==> config.mk <==
export PLATFORM = sky130hd
export DESIGN_NAME = keypad_emulator_flat
export DESIGN_NICKNAME = d
export VERILOG_FILES = /design/src/rtl/keypad_pkg.sv /design/src/rtl/keypad_emulator_if.sv /design/src/rtl/scan_frame_detect.sv /design/src/rtl/keypad_emulator.sv /design/src/flat_wrapper.sv
export SDC_FILE = /design/constraint.sdc
export NUM_CORES = 1
export LEC_CHECK = 0
export CELL_PAD_IN_SITES_DETAIL_PLACEMENT = 2
export CELL_PAD_IN_SITES_GLOBAL_PLACEMENT = 2
export CORE_MARGIN = 1
export CORE_UTILIZATION = 30
export CTS_CLUSTER_DIAMETER = 120
export DETAILED_ROUTE_END_ITERATION = 8
export HOLD_SLACK_MARGIN = 0.12
export PLACE_DENSITY = 0.78
export SLEW_MARGIN = 20
export SYNTH_ARGS = -nofsm -noshare
export SYNTH_HDL_FRONTEND = slang
export SYNTH_SLANG_ARGS = --single-unit
==> constraint.sdc <==
create_clock -name clk -period 3.75 [get_ports clk]
set_input_delay 0.9375 -clock clk [delete_from_list [all_inputs] [get_ports clk]]
set_output_delay 0.9375 -clock clk [all_outputs]
set_load 0.05 [all_outputs]
==> src/rtl/keypad_pkg.sv <==
// rtl/keypad_pkg.sv - shared state encoding, line values and frame-limit helper for the keypad emulator
package keypad_pkg;

    typedef enum logic [1:0] {
        IDLE   = 2'd0,
        BOUNCE = 2'd1,
        HOLD   = 2'd2,
        GAP    = 2'd3
    } kp_state_e;

    localparam logic [3:0] COL_IDLE      = 4'b1111;
    localparam logic [3:0] ROW0_MARK     = 4'b1110;
    localparam int         FRAME_CNT_MAX = 255;

    // Folds a frame-count parameter into the range the 8-bit frame counter can reach.
    function automatic int clamp_frames(input int frames, input int floor_val);
        if (frames < floor_val) begin
            return floor_val;
        end
        if (frames > FRAME_CNT_MAX) begin
            return FRAME_CNT_MAX;
        end
        return frames;
    endfunction

endpackage

==> src/rtl/keypad_emulator_if.sv <==
// rtl/keypad_emulator_if.sv - key request handshake and scanner row/column lines of the keypad emulator
interface keypad_emulator_if;
    logic       key_valid;
    logic [3:0] key_code;
    logic       key_ready;
    logic [3:0] H;
    logic [3:0] V;
    logic       busy;
    logic       done;

    modport master (
        output key_valid, key_code, H,
        input  key_ready, V, busy, done
    );

    modport slave (
        input  key_valid, key_code, H,
        output key_ready, V, busy, done
    );
endinterface

==> src/rtl/scan_frame_detect.sv <==
// rtl/scan_frame_detect.sv - registers the scanner row drive and flags the start of each scan frame
module scan_frame_detect
    import keypad_pkg::*;
(
    input  logic       clk,
    input  logic       rst_n,
    input  logic [3:0] H,
    output logic       frame
);

    logic [3:0] h_q;
    logic [3:0] h_prev_q;

    always_ff @(posedge clk or negedge rst_n) begin
        if (!rst_n) begin
            h_q      <= COL_IDLE;
            h_prev_q <= COL_IDLE;
        end else begin
            h_q      <= H;
            h_prev_q <= h_q;
        end
    end

    // A frame begins when row 0 becomes selected; holding row 0 or all-high never re-triggers.
    assign frame = (h_q == ROW0_MARK) && (h_prev_q != ROW0_MARK);

endmodule

==> src/rtl/keypad_emulator.sv <==
// rtl/keypad_emulator.sv - emulates one matrix-keypad press (bounce, hold, release gap) against a row scanner
module keypad_emulator
    import keypad_pkg::*;
#(
    parameter int HOLD_FRAMES   = 4,
    parameter int GAP_FRAMES    = 2,
    parameter int BOUNCE_CYCLES = 0
) (
    input  logic             clk,
    input  logic             rst_n,
    keypad_emulator_if.slave kp
);

    localparam logic [8:0] HOLD_LIM = 9'(clamp_frames(HOLD_FRAMES, 1));
    localparam logic [8:0] GAP_LIM  = 9'(clamp_frames(GAP_FRAMES, 0));
    localparam int         BW       = (BOUNCE_CYCLES > 1) ? $clog2(BOUNCE_CYCLES) : 1;
    localparam logic [BW-1:0] BOUNCE_LAST = BW'((BOUNCE_CYCLES > 0) ? BOUNCE_CYCLES - 1 : 0);

    kp_state_e     state_q, state_d;
    logic [7:0]    cnt_q, cnt_d;
    logic [BW-1:0] bcnt_q, bcnt_d;
    logic [3:0]    key_q, key_d;

    logic          frame;
    logic [7:0]    cnt_nxt;
    logic          lim_hit_hold;
    logic          lim_hit_gap;
    logic          done_c;
    logic          contact;
    logic [1:0]    row;
    logic [1:0]    col;
    logic [3:0]    v_c;

    scan_frame_detect u_frame (
        .clk   (clk),
        .rst_n (rst_n),
        .H     (kp.H),
        .frame (frame)
    );

    assign cnt_nxt = (frame && (cnt_q != 8'hFF)) ? cnt_q + 8'd1 : cnt_q;

    // Written as cnt+1 > LIM so a zero gap limit is simply always reached.
    assign lim_hit_hold = ({1'b0, cnt_nxt} + 9'd1) > HOLD_LIM;
    assign lim_hit_gap  = ({1'b0, cnt_nxt} + 9'd1) > GAP_LIM;

    always_ff @(posedge clk or negedge rst_n) begin
        if (!rst_n) begin
            state_q <= IDLE;
            cnt_q   <= '0;
            bcnt_q  <= '0;
            key_q   <= '0;
        end else begin
            state_q <= state_d;
            cnt_q   <= cnt_d;
            bcnt_q  <= bcnt_d;
            key_q   <= key_d;
        end
    end

    always_comb begin
        state_d = state_q;
        cnt_d   = cnt_q;
        bcnt_d  = bcnt_q;
        key_d   = key_q;
        done_c  = 1'b0;
        unique case (state_q)
            IDLE: begin
                if (kp.key_valid) begin
                    key_d   = kp.key_code;
                    state_d = (BOUNCE_CYCLES > 0) ? BOUNCE : HOLD;
                end
            end
            BOUNCE: begin
                bcnt_d = bcnt_q + BW'(1);
                if (bcnt_q == BOUNCE_LAST) begin
                    state_d = HOLD;
                end
            end
            HOLD: begin
                cnt_d = cnt_nxt;
                if (lim_hit_hold) begin
                    state_d = GAP;
                end
            end
            GAP: begin
                cnt_d = cnt_nxt;
                if (lim_hit_gap) begin
                    state_d = IDLE;
                    done_c  = 1'b1;
                end
            end
        endcase
        // Both counters restart on every state entry.
        if (state_d != state_q) begin
            cnt_d  = '0;
            bcnt_d = '0;
        end
    end

    // Chatter starts closed and alternates each cycle.
    assign contact = (state_q == HOLD) || ((state_q == BOUNCE) && !bcnt_q[0]);
    assign row     = key_q[3:2];
    assign col     = key_q[1:0];

    always_comb begin
        v_c = COL_IDLE;
        if (contact && !kp.H[row]) begin
            v_c[col] = 1'b0;
        end
    end

    assign kp.V         = v_c;
    assign kp.key_ready = (state_q == IDLE);
    assign kp.busy      = (state_q != IDLE);
    assign kp.done      = done_c;

endmodule

==> src/flat_wrapper.sv <==
// flat-port wrapper written by rule: the top's interface ports become plain ports
module keypad_emulator_flat import keypad_pkg::*;
#(
    parameter int HOLD_FRAMES   = 4,
    parameter int GAP_FRAMES    = 2,
    parameter int BOUNCE_CYCLES = 0
)
  (clk, rst_n, kp_key_valid, kp_key_code, kp_H, kp_key_ready, kp_V, kp_busy, kp_done);
  keypad_emulator_if kp_i ();
  input  logic clk;
  input  logic rst_n;
  input wire logic [$bits(kp_i.key_valid)-1:0] kp_key_valid;
  input wire logic [$bits(kp_i.key_code)-1:0] kp_key_code;
  input wire logic [$bits(kp_i.H)-1:0] kp_H;
  output wire logic [$bits(kp_i.key_ready)-1:0] kp_key_ready;
  output wire logic [$bits(kp_i.V)-1:0] kp_V;
  output wire logic [$bits(kp_i.busy)-1:0] kp_busy;
  output wire logic [$bits(kp_i.done)-1:0] kp_done;
  assign kp_i.key_valid = kp_key_valid;
  assign kp_i.key_code = kp_key_code;
  assign kp_i.H = kp_H;
  assign kp_key_ready = kp_i.key_ready;
  assign kp_V = kp_i.V;
  assign kp_busy = kp_i.busy;
  assign kp_done = kp_i.done;
  keypad_emulator #(.HOLD_FRAMES(HOLD_FRAMES), .GAP_FRAMES(GAP_FRAMES), .BOUNCE_CYCLES(BOUNCE_CYCLES)) u_core (.clk(clk), .rst_n(rst_n), .kp(kp_i));
endmodule
==> qor.txt <==
======================================================================================
Result of the run ....................................................... finished clean
Peak clock frequency supported by timing ................................      275 MHz
Leak Pwr ................................................................  0.000643 uW
Clock slew at the register clock pins of the worst setup and hold paths .      0.09 ns
Internal power ..........................................................       483 uW
Final hold viol count ...................................................            0
Vias in the first global route ..........................................         1387
Final estimated routing congestion in global placement ..................        0.790
Layout area overhead ....................................................        17.7%
Setup repair after global routing missed its margin .....................        false
Number of violations of the max-capacitance limit .......................            0
Count of filler cells inserted in the layout ............................          480
DRT Wirelength ..........................................................      3950 um
Async SR Flop Fraction ..................................................         100%
Top Ports ...............................................................           18
Cell types with the highest counts after synthesis ...................... dfrtp_1 (15), a21oi_1 (12), nand2_1 (9), nor2_1 (9)
Final worst setup slack .................................................     0.109 ns
Remaining global-route overflow .........................................            0
Seq/Total Area, Yosys ...................................................        41.5%
Most used DFF post-synth ................................................      dfrtp_1
Die Area ................................................................ 0.00498 mm^2
Number of max-slew violations in the final report .......................            0
CTS root buffer .........................................................     clkbuf_8
Number of inserted diodes ...............................................            0
Worst path cell trace ................................................... and4b_1 -> or2_1 -> or4_4 -> and4_4 -> a21oi_1 -> and2_1 -> buf_12
Synthesized netlist net count ...........................................          154
Placed standard-cell area ............................................... 0.00161 mm^2
Kind of critical path ...................................................      reg2out
Horizontal extent of the die ............................................      70.6 um
Required @ worst endpoint ...............................................      2.81 ns
Largest cells by area after synthesis ................................... dfrtp_1 (27%), dfstp_2 (15%), a21oi_1 (4.3%)
Number of nets with antenna violations after routing ....................            0
Via density per instance ................................................         5.71
Cell count after synthesis ..............................................          142
Power density normalized to cell area ...................................  480 mW/mm^2
Number of placement rows ................................................           24
Detailed-route DRC error count ..........................................            0
Flip-flop and latch count after synthesis ...............................           23
WL per Instance .........................................................      18.9 um
Number of buffers inserted by port buffering ............................           17
Synth area leader .......................................................      dfrtp_1
Maximum number of pins on one net before global-route repair ............           24
Data arrival time of the critical path ..................................      2.70 ns
Worst vdd ir ............................................................   0.000308 V
Number of flops mapped to enable cells by yosys .........................            0
Worst R2R Setup Slack ...................................................      1.09 ns
Core area ............................................................... 0.00444 mm^2
Global-route wire length before repair ..................................      6790 um
Total number of nets in the final design ................................          170
Number of buffers created by CTS ........................................            3
Final standard cell count with taps included and fillers excluded .......          209
Utilization of the core after routing ...................................        37.4%
Number of distinct library cells after synthesis ........................           48
Clock sinks .............................................................           23
Cell with the most instances after synthesis ............................      dfrtp_1
Worst min-delay path category ...........................................      reg2reg
Detailed-router iteration count before antenna repair ...................            4
Initial cell density of the core ........................................        31.8%
Post-synthesis cell area ................................................ 0.00141 mm^2
Crit-path max FO ........................................................            8
Final setup viols .......................................................            0
Share of the synthesized area in the top cell type ......................        26.6%
Setup TNS Final .........................................................         0 ns
CTS tree ................................................................        built
Period Utilization, post-route ..........................................        97.1%
Yosys warning total .....................................................            0
Net switching power figure ..............................................       314 uW
Max incr delay on CP ....................................................      0.56 ns
Worst-case headroom to the max-slew limit ...............................        65.0%
Min Tclk post-route .....................................................      3.64 ns
Critical-path cell with the highest stage delay .........................        or4_4
Sw Share ................................................................        39.4%
H-Tree Level Count ......................................................            1
Synthesized area per cell ...............................................    9.94 um^2
Number of DRC violations after detailed-routing iteration 0 .............           27
Pre-CTS setup slack .....................................................     0.264 ns
Placed cell count .......................................................          205
Overall via count from detail_route .....................................         1194
Antenna violations before repair ........................................            0
Overall die height ......................................................      70.6 um
Power share of the combinational group ..................................        37.7%
Share of total power in sequential cells ................................        42.1%
Cell area after layout .................................................. 0.00166 mm^2
Startpoint class of the critical path ...................................         flop
Maximum clock path buffer count .........................................            2
Post-detail-place hpwl ..................................................      2990 um
Kind of end point of the critical path ..................................   output pin
All-Layer GR Usage ......................................................        17.6%
Worst setup skew after layout ...........................................   0.00428 ns
Tightest Pin Transition .................................................     0.525 ns
Clock latency on the worst-skew pair ....................................      0.27 ns
Proportion of power drawn by the clock network ..........................        20.2%
Fraction of final layout cells sized beyond drive strength 1 ............        26.1%
======================================================================================
-- metrics by stage --
stage,hold WS (ns),power [uW]
detailed placement,0.363,639
finish,0.375,797
global placement,0.356,623
global route,0.382,843
CTS,0.378,805
floorplan,0.354,538
-- area by class of cell --
| cell class | count | area, um^2 | share of cell area [%] |
|---|---|---|---|
| tap | 52 | 65.1 | 3.92 |
| clock inverter | 1 | 7.51 | 0.452 |
| multi-input combinational | 107 | 771 | 46.4 |
| clock buffer | 3 | 41.3 | 2.48 |
| timing repair buffer | 18 | 173 | 10.4 |
| sequential | 23 | 586 | 35.2 |
| inverter | 5 | 18.8 | 1.13 |
-- power by group through the flow --
stage	Sequential (uW)	Clock, uW	Combinational, uW
6_report	336	161	301
2_1_floorplan	319	0	219
3_3_place_gp	334	0	289
4_1_cts	335	166	304
5_1_grt	342	175	325
3_5_place_dp	339	0	300
-- final timing paths --
kind,endpoint,from,depth (start not counted)
setup / recovery,kp_done,u_core.u_frame.h_prev_q[0],7
hold / removal,u_core.u_frame.h_prev_q[0],u_core.u_frame.h_q[0],0
setup reg to reg,u_core.cnt_q[5],u_core.u_frame.h_prev_q[0],7
hold reg to reg,u_core.u_frame.h_prev_q[0],u_core.u_frame.h_q[0],0
max in group asynchronous,u_core.u_frame.h_prev_q[2],rst_n,1
min in group asynchronous,u_core.cnt_q[2],rst_n,1
-- cells by family (layout without fill, tap and decap cells) --
group,count (synthesis),in the layout,synth area share [%]
AO/OA/AOI/OAI,32,32,16.0
multiplexers,12,12,9.84
adder cells (fa/ha/maj),1,1,0.886
AND/OR/NAND/NOR,59,59,25.2
flip-flops,23,23,41.5
buffers and inverters,12,27,4.79
XOR/XNOR,3,3,1.86
-- registers in the layout (all words and copies together), names as in the netlist --
name                     flops
u_core.bcnt_q                1
u_core.u_frame.h_q           4
u_core.cnt_q                 8
u_core.state_q               2
u_core.key_q                 4
u_core.u_frame.h_prev_q      4
-- placed cells by master (no fill, tap or decap), drive strengths merged, types with 5 or more instances in the layout --
master / n
dfrtp: 15
a21oi: 12
clkdlybuf4s50: 11
nand2: 9
nor2: 9
nand3: 8
dfstp: 8
buf: 7
mux2i: 6
inv: 5
mux2: 5
o21ai: 5
-- metal layers --
metal | global-route usage, % | vias up | share of wire, %
met5 | 0 | - | 0
met4 | 7.11 | 0 | 2.3
met3 | 2.56 | 6 | 2.2
met2 | 35.2 | 16 | 54
li1 | - | 557 | -
met1 | 18.3 | 615 | 42
-- what timing repair did --
action / in CTS / in global routing
hold buffers: 0 / 0
setup endpoints to repair: 0 / 1
gates resized for setup: 0 / 5
setup buffers: 0 / 0
-- critical path, delay by kind of cell, from the launching register on --
family / cells / cell delay (ns)
buffers and inverters: 1 / 0.15
AOI/OAI and AO/OA: 1 / 0.18
and+or+nand+nor: 5 / 1.58
DFF: 1 / 0.53
No activity file was read; power rests on OpenSTA's default activity.
==> RTL change 1 (same flow settings) <==
Reset style: synchronous (`rst_n`), changed in 2 clocked blocks.
--- a/src/rtl/scan_frame_detect.sv
+++ b/src/rtl/scan_frame_detect.sv
@@ -13,3 +13,3 @@
 
-    always_ff @(posedge clk or negedge rst_n) begin
+    always_ff @(posedge clk) begin
         if (!rst_n) begin
--- a/src/rtl/keypad_emulator.sv
+++ b/src/rtl/keypad_emulator.sv
@@ -46,3 +46,3 @@
 
-    always_ff @(posedge clk or negedge rst_n) begin
+    always_ff @(posedge clk) begin
         if (!rst_n) begin
Check against the original RTL: differs if rst_n is asserted again (counterexample within 4 cycles, from zero or initial values and one cycle with rst_n low); with rst_n held inactive, the same outputs for 10 cycles.
==> RTL change 1 against the original RTL <==
  * Worst setup slack better by 0.17 ns
  * Clock skew up 0.00053 ns
  * Fmax up 4.9%
  * Sequential share of layout area down 3.1 points
  * Cell area down 14%
  * Highest routed layer unchanged
  * Via count down 13%
  * Sequential cell count unchanged
  * Register-to-register slack better by 0.52 ns
  * Area after synthesis down 15%
  * Wire length down 18%
Power is not compared: it rests on default switching activity, and its combinational part moved more than twofold at a synthesized area within 25%.
==> RTL change 1: results (changes against the original RTL) <==
drt-initial-drc-count: 17  # was 27
status: "completed"  # unchanged
cp_slowest_cell: "mux4_2"  # was or4_4
routabilityCongestion: 0.749  # was 0.790
crit_fanout: 3  # was 8
fin_nets: 160  # was 170
holdPathEnd: "u_core.u_frame.h_prev_q[1]"  # was u_core.u_frame.h_prev_q[0]
use_met2_pct: 32.0  # was 35.2%
met1_usage_pct: 20.0  # was 18.3%
wl_met3_um: 61  # was 85 um
grtUsageMet3_pct: 1.74  # was 2.56%
dpl.hpwl_um: 2510  # was 2990 um
synth_cell_type_count: 40  # was 48
synth_compound_area_share_pct: 11.3  # was 16.0%
grt_pass1_wl_um: 5530  # was 6790 um
wl_met2_um: 1760  # was 2130 um
grt_max_degree: 15  # was 24
post_drt_wl_per_cell_um: 16.7  # was 18.9 um
hp-start: "u_core.u_frame.h_q[1]"  # was u_core.u_frame.h_q[0]
slew_headroom_pct: 58.8  # was 65.0%
synthMuxAreaShare_pct: 10.3  # was 9.84%
clk_pin_slew_ns: 0.09  # about the same
dp.cells: 191  # was 205
holdPathStages: 1  # was 0
regToRegEndpoint: "u_core.cnt_q[4]"  # was u_core.cnt_q[5]
crit-reg2reg-launch: "u_core.cnt_q[1]"  # was u_core.u_frame.h_prev_q[0]
via_per_inst: 5.35  # was 5.71
synth_xor_area_share_pct: 2.18  # was 1.86%
met1_length_um: 1400  # was 1640 um
ys_seq_area_share_pct: 38.2  # was 41.5%
clock_skew_ns: 0.00482  # was 0.00428 ns
hold_slack_ns: 0.441  # was 0.375 ns
async_reset_ff_share_pct: 0  # was 100%
synth_fa_ha_area_share_pct: 1.04  # was 0.887%
detail_route.wirelength_um: 3260  # was 3950 um
top_register: "u_core.cnt_q"  # unchanged
path_delay_family: "buffers and inverters"  # was simple AND/OR/NAND/NOR gates
grt_pass1_vias: 1164  # was 1,387
reg2reg_depth: 7  # unchanged
ys_top_cells_by_area: "dfxtp_1 38%, mux2i_1 7.5%, nand2b_1 5.7%, nand3_1 3.7%, and3_1 3.6%"  # was dfrtp_1 27%, dfstp_2 15%, a21oi_1 4.3%, mux2i_1 4.3%, mux2_2 4.0%
synth_commonest_cells: "23 x dfxtp_1, 11 x nand2b_1, 10 x nor2_1, 9 x mux2i_1, 9 x nand3_1"  # was 15 x dfrtp_1, 12 x a21oi_1, 9 x nand2_1, 9 x nor2_1
drive_gt1_share_pct: 12.9  # was 26.1%
syn_nets: 146  # was 154
cp_data_arrival_time_ns: 2.53  # was 2.70 ns
postPlaceCellArea_um2: 1390  # was 1610 um2
grt_util_all_layers_pct: 17.2  # was 17.6%
r2r_slack_ns: 1.61  # was 1.09 ns
avgSynthCellArea_um2: 8.99  # was 9.94 um2
[RTL change 1: worst max path at each step]
stage	start	endpoint	slack [ns]
2_1_floorplan	kp_H[3]	kp_V[0]	0.77
3_3_place_gp	kp_H[3]	kp_V[0]	0.30
3_5_place_dp	kp_H[3]	kp_V[0]	0.27
4_1_cts	kp_H[3]	kp_V[0]	0.26
5_1_grt	kp_H[3]	kp_V[0]	0.15
6_report	kp_H[1]	kp_V[2]	0.28
[RTL change 1: cell type report]
cell class,instances,area (um2)
Clock buffer,3,41.3
Clock inverter,1,7.51
Fill cell,430,2310
Inverter,4,15.0
Multi-Input combinational cell,99,692
Sequential cell,23,460
Tap cell,48,60.1
Timing Repair Buffer,17,158
[RTL change 1: report_power, final]
group / internal [mW] / switching [mW] / leakage, nW
registers: 0.252 / 0.00627 / 0.188
clock network: 0.0753 / 0.0857 / 0.0217
logic: 0.0259 / 0.0322 / 0.358
total: 0.353 / 0.124 / 0.568
==> RTL change 2 (same settings) <==
Without the edit above. `key_q` no longer has a reset.
--- a/src/rtl/keypad_emulator.sv
+++ b/src/rtl/keypad_emulator.sv
@@ -51,3 +51,2 @@
             bcnt_q  <= '0;
-            key_q   <= '0;
         end else begin
@@ -56,4 +55,7 @@
             bcnt_q  <= bcnt_d;
-            key_q   <= key_d;
         end
+    end
+
+    always_ff @(posedge clk) begin
+        key_q <= key_d;
     end
Check against the original RTL: no difference found for any inputs over 10 cycles, from zero or initial values and one cycle with rst_n low; that may be too few to reach the edited logic, so the function may still have changed.
==> RTL change 2 against the original RTL <==
  * Worst setup slack improved by 0.13 ns
  * Sequential cell count did not move
  * Area after synthesis shrank 17%
  * Global-route usage down 1.3 points
  * Wire length decreased by 20%
  * Sequential share of layout area grew 7.0 points
  * Clock skew up 0.0023 ns
  * Power down 8.7%
  * Hold slack lost 0.0012 ns
  * Clock power decreased by 3%
  * Cell area fell by 14%
  * Largest cell class is now registers
  * Largest power group unchanged
==> RTL change 2: results (changes against the original RTL) <==
cp_data_arrival_time_ns: 2.57  # was 2.70 ns
path_delay_family: "compound AO/OA/AOI/OAI gates"  # was simple AND/OR/NAND/NOR gates
hold_path.class: "flop to flop"  # unchanged
peakVddDrop_mv: 0.312  # was 0.308 mV
grt_pass1_wl_um: 5070  # was 6790 um
cp_slowest_cell: "dlygate4sd2_1"  # was or4_4
post_drt_wl_per_cell_um: 18.3  # was 18.9 um
routabilityCongestion: 0.796  # was 0.790
max_stage_delay_ns: 0.56  # about the same
async_reset_ff_share_pct: 82.6  # was 100%
drt-pass1-iter-count: 4  # unchanged
synth_compound_area_share_pct: 11.3  # was 16.0%
status: "completed"  # unchanged
cts_buffers: 3  # unchanged
via_per_inst: 5.18  # was 5.71
crit_fanout: 6  # was 8
htree_levels: 1  # unchanged
synthMuxAreaShare_pct: 4.05  # was 9.84%
postPlaceCellArea_um2: 1390  # was 1610 um2
antenna_found_initial: 0  # unchanged
dpl.hpwl_um: 2530  # was 2990 um
antenna_cells: 0  # unchanged
r2r_slack_ns: 1.52  # was 1.09 ns
ys_seq_area_share_pct: 51.6  # was 41.5%
fin_nets: 137  # was 170
grt_max_degree: 20  # was 24
cts.path.max_buffers: 2  # unchanged
grt_pass1_vias: 1016  # was 1,387
syn-cell-area_um2: 1170  # was 1410 um2
clock_latency_ns: 0.26
synth_xor_area_share_pct: 2.99  # was 1.86%
synth_fa_ha_area_share_pct: 1.07  # was 0.887%
postCtsSetupRepairBufs: 0  # unchanged
yosys_warnings: 0  # unchanged
synth_edf_count: 4  # was 0
largest_reg_flops: 8  # unchanged
power_leakage_nw: 0.569  # was 0.643 nW
ctsRootBufferMaster: "clkbuf_8"  # unchanged
ys_top_cells_by_area: "dfrtp_1 23%, dfstp_2 18%, edfxtp_1 10%, nor3_1 3.4%, nor2_1 3.2%"  # was dfrtp_1 27%, dfstp_2 15%, a21oi_1 4.3%, mux2i_1 4.3%, mux2_2 4.0%
synth_commonest_cells: "11 x dfrtp_1, 10 x nor2_1, 8 x dfstp_2, 8 x nor3_1"  # was 15 x dfrtp_1, 12 x a21oi_1, 9 x nand2_1, 9 x nor2_1
synth_flop_cell: "dfrtp_1"  # unchanged
clock_skew_ns: 0.00660  # was 0.00428 ns
io_buffers: 17  # unchanged
syn_nets: 116  # was 154
top_register: "u_core.cnt_q"  # unchanged
drt-initial-drc-count: 63  # was 27
grt_util_all_layers_pct: 16.3  # was 17.6%
drive_gt1_share_pct: 23.4  # was 26.1%
synth_cell_type_count: 43  # was 48
slew_headroom_pct: 41.4  # was 65.0%
clk_pin_slew_ns: 0.09  # about the same
hold_slack_ns: 0.374  # was 0.375 ns
==> RTL change 2: changes by cell type after synthesis, sizes merged, moves of 5 or more <==
cell   change
a21oi      -6
buf        -5
mux2i      -5
nand3      -6
o21ai      -5
==> RTL change 2: power by group <==
part / leakage, nW / total, mW / switching, mW / internal [mW]
combinational: 0.278 / 0.233 / 0.138 / 0.0950
clock: 0.0255 / 0.156 / 0.0820 / 0.0741
sequential: 0.265 / 0.339 / 0.0540 / 0.285
==> RTL change 2: worst paths after layout <==
| check | start | to | cells after the start |
|---|---|---|---|
| max | u_core.cnt_q[1] | kp_done | 7 |
| min | u_core.u_frame.h_q[0] | u_core.u_frame.h_prev_q[0] | 0 |
| max reg2reg | u_core.cnt_q[1] | u_core.cnt_q[7] | 8 |
| min reg2reg | u_core.u_frame.h_q[0] | u_core.u_frame.h_prev_q[0] | 0 |
| max in group asynchronous | rst_n | u_core.cnt_q[0] | 1 |
| min in group asynchronous | rst_n | u_core.cnt_q[1] | 1 |
==> RTL change 2: area by class of cell <==
type,instances,area (um2)
clock buffers,3,41.3
clock inverters,1,5.00
fillers,407,2280
inverters,5,18.8
multi-input cells,74,538
flip-flops and latches,23,606
well taps,48,60.1
repair buffers,18,166
==> RTL change 2: per-stage QoR <==
stage | utilization, % | power, mW | cells | setup WS, ns
5_1_grt | 38.6 | 0.765 | 172 | 0.100
2_1_floorplan | - | 0.497 | 104 | 0.702
3_5_place_dp | 37.4 | 0.580 | 168 | 0.229
6_report | 38.6 | 0.728 | 172 | 0.241
4_1_cts | 38.6 | 0.739 | 172 | 0.220
3_3_place_gp | 37.4 | 0.559 | 168 | 0.397
==> RTL change 2: per-layer routing <==
layer  vias to the layer above  track usage (%)  share of wire [%]
li1                        423                -                  -
met1                       451             20.3                 44
met2                        13             28.8                 54
met3                         4             2.46                1.4
met4                         0             5.00                1.1
met5                         -                0                  0
==> RTL change 2: cell families after synthesis <==
kind of cell,after synthesis
simple gates,50
flops,23
compound gates,16
buf+inv,7
xor+xnor,4
mux,3
fa+ha+maj,1
==> RTL change 2: what timing repair did <==
item | CTS | global route
setup endpoints to repair | 1 | 0
hold buffers | 0 | 0
resized for setup | 1 | 0
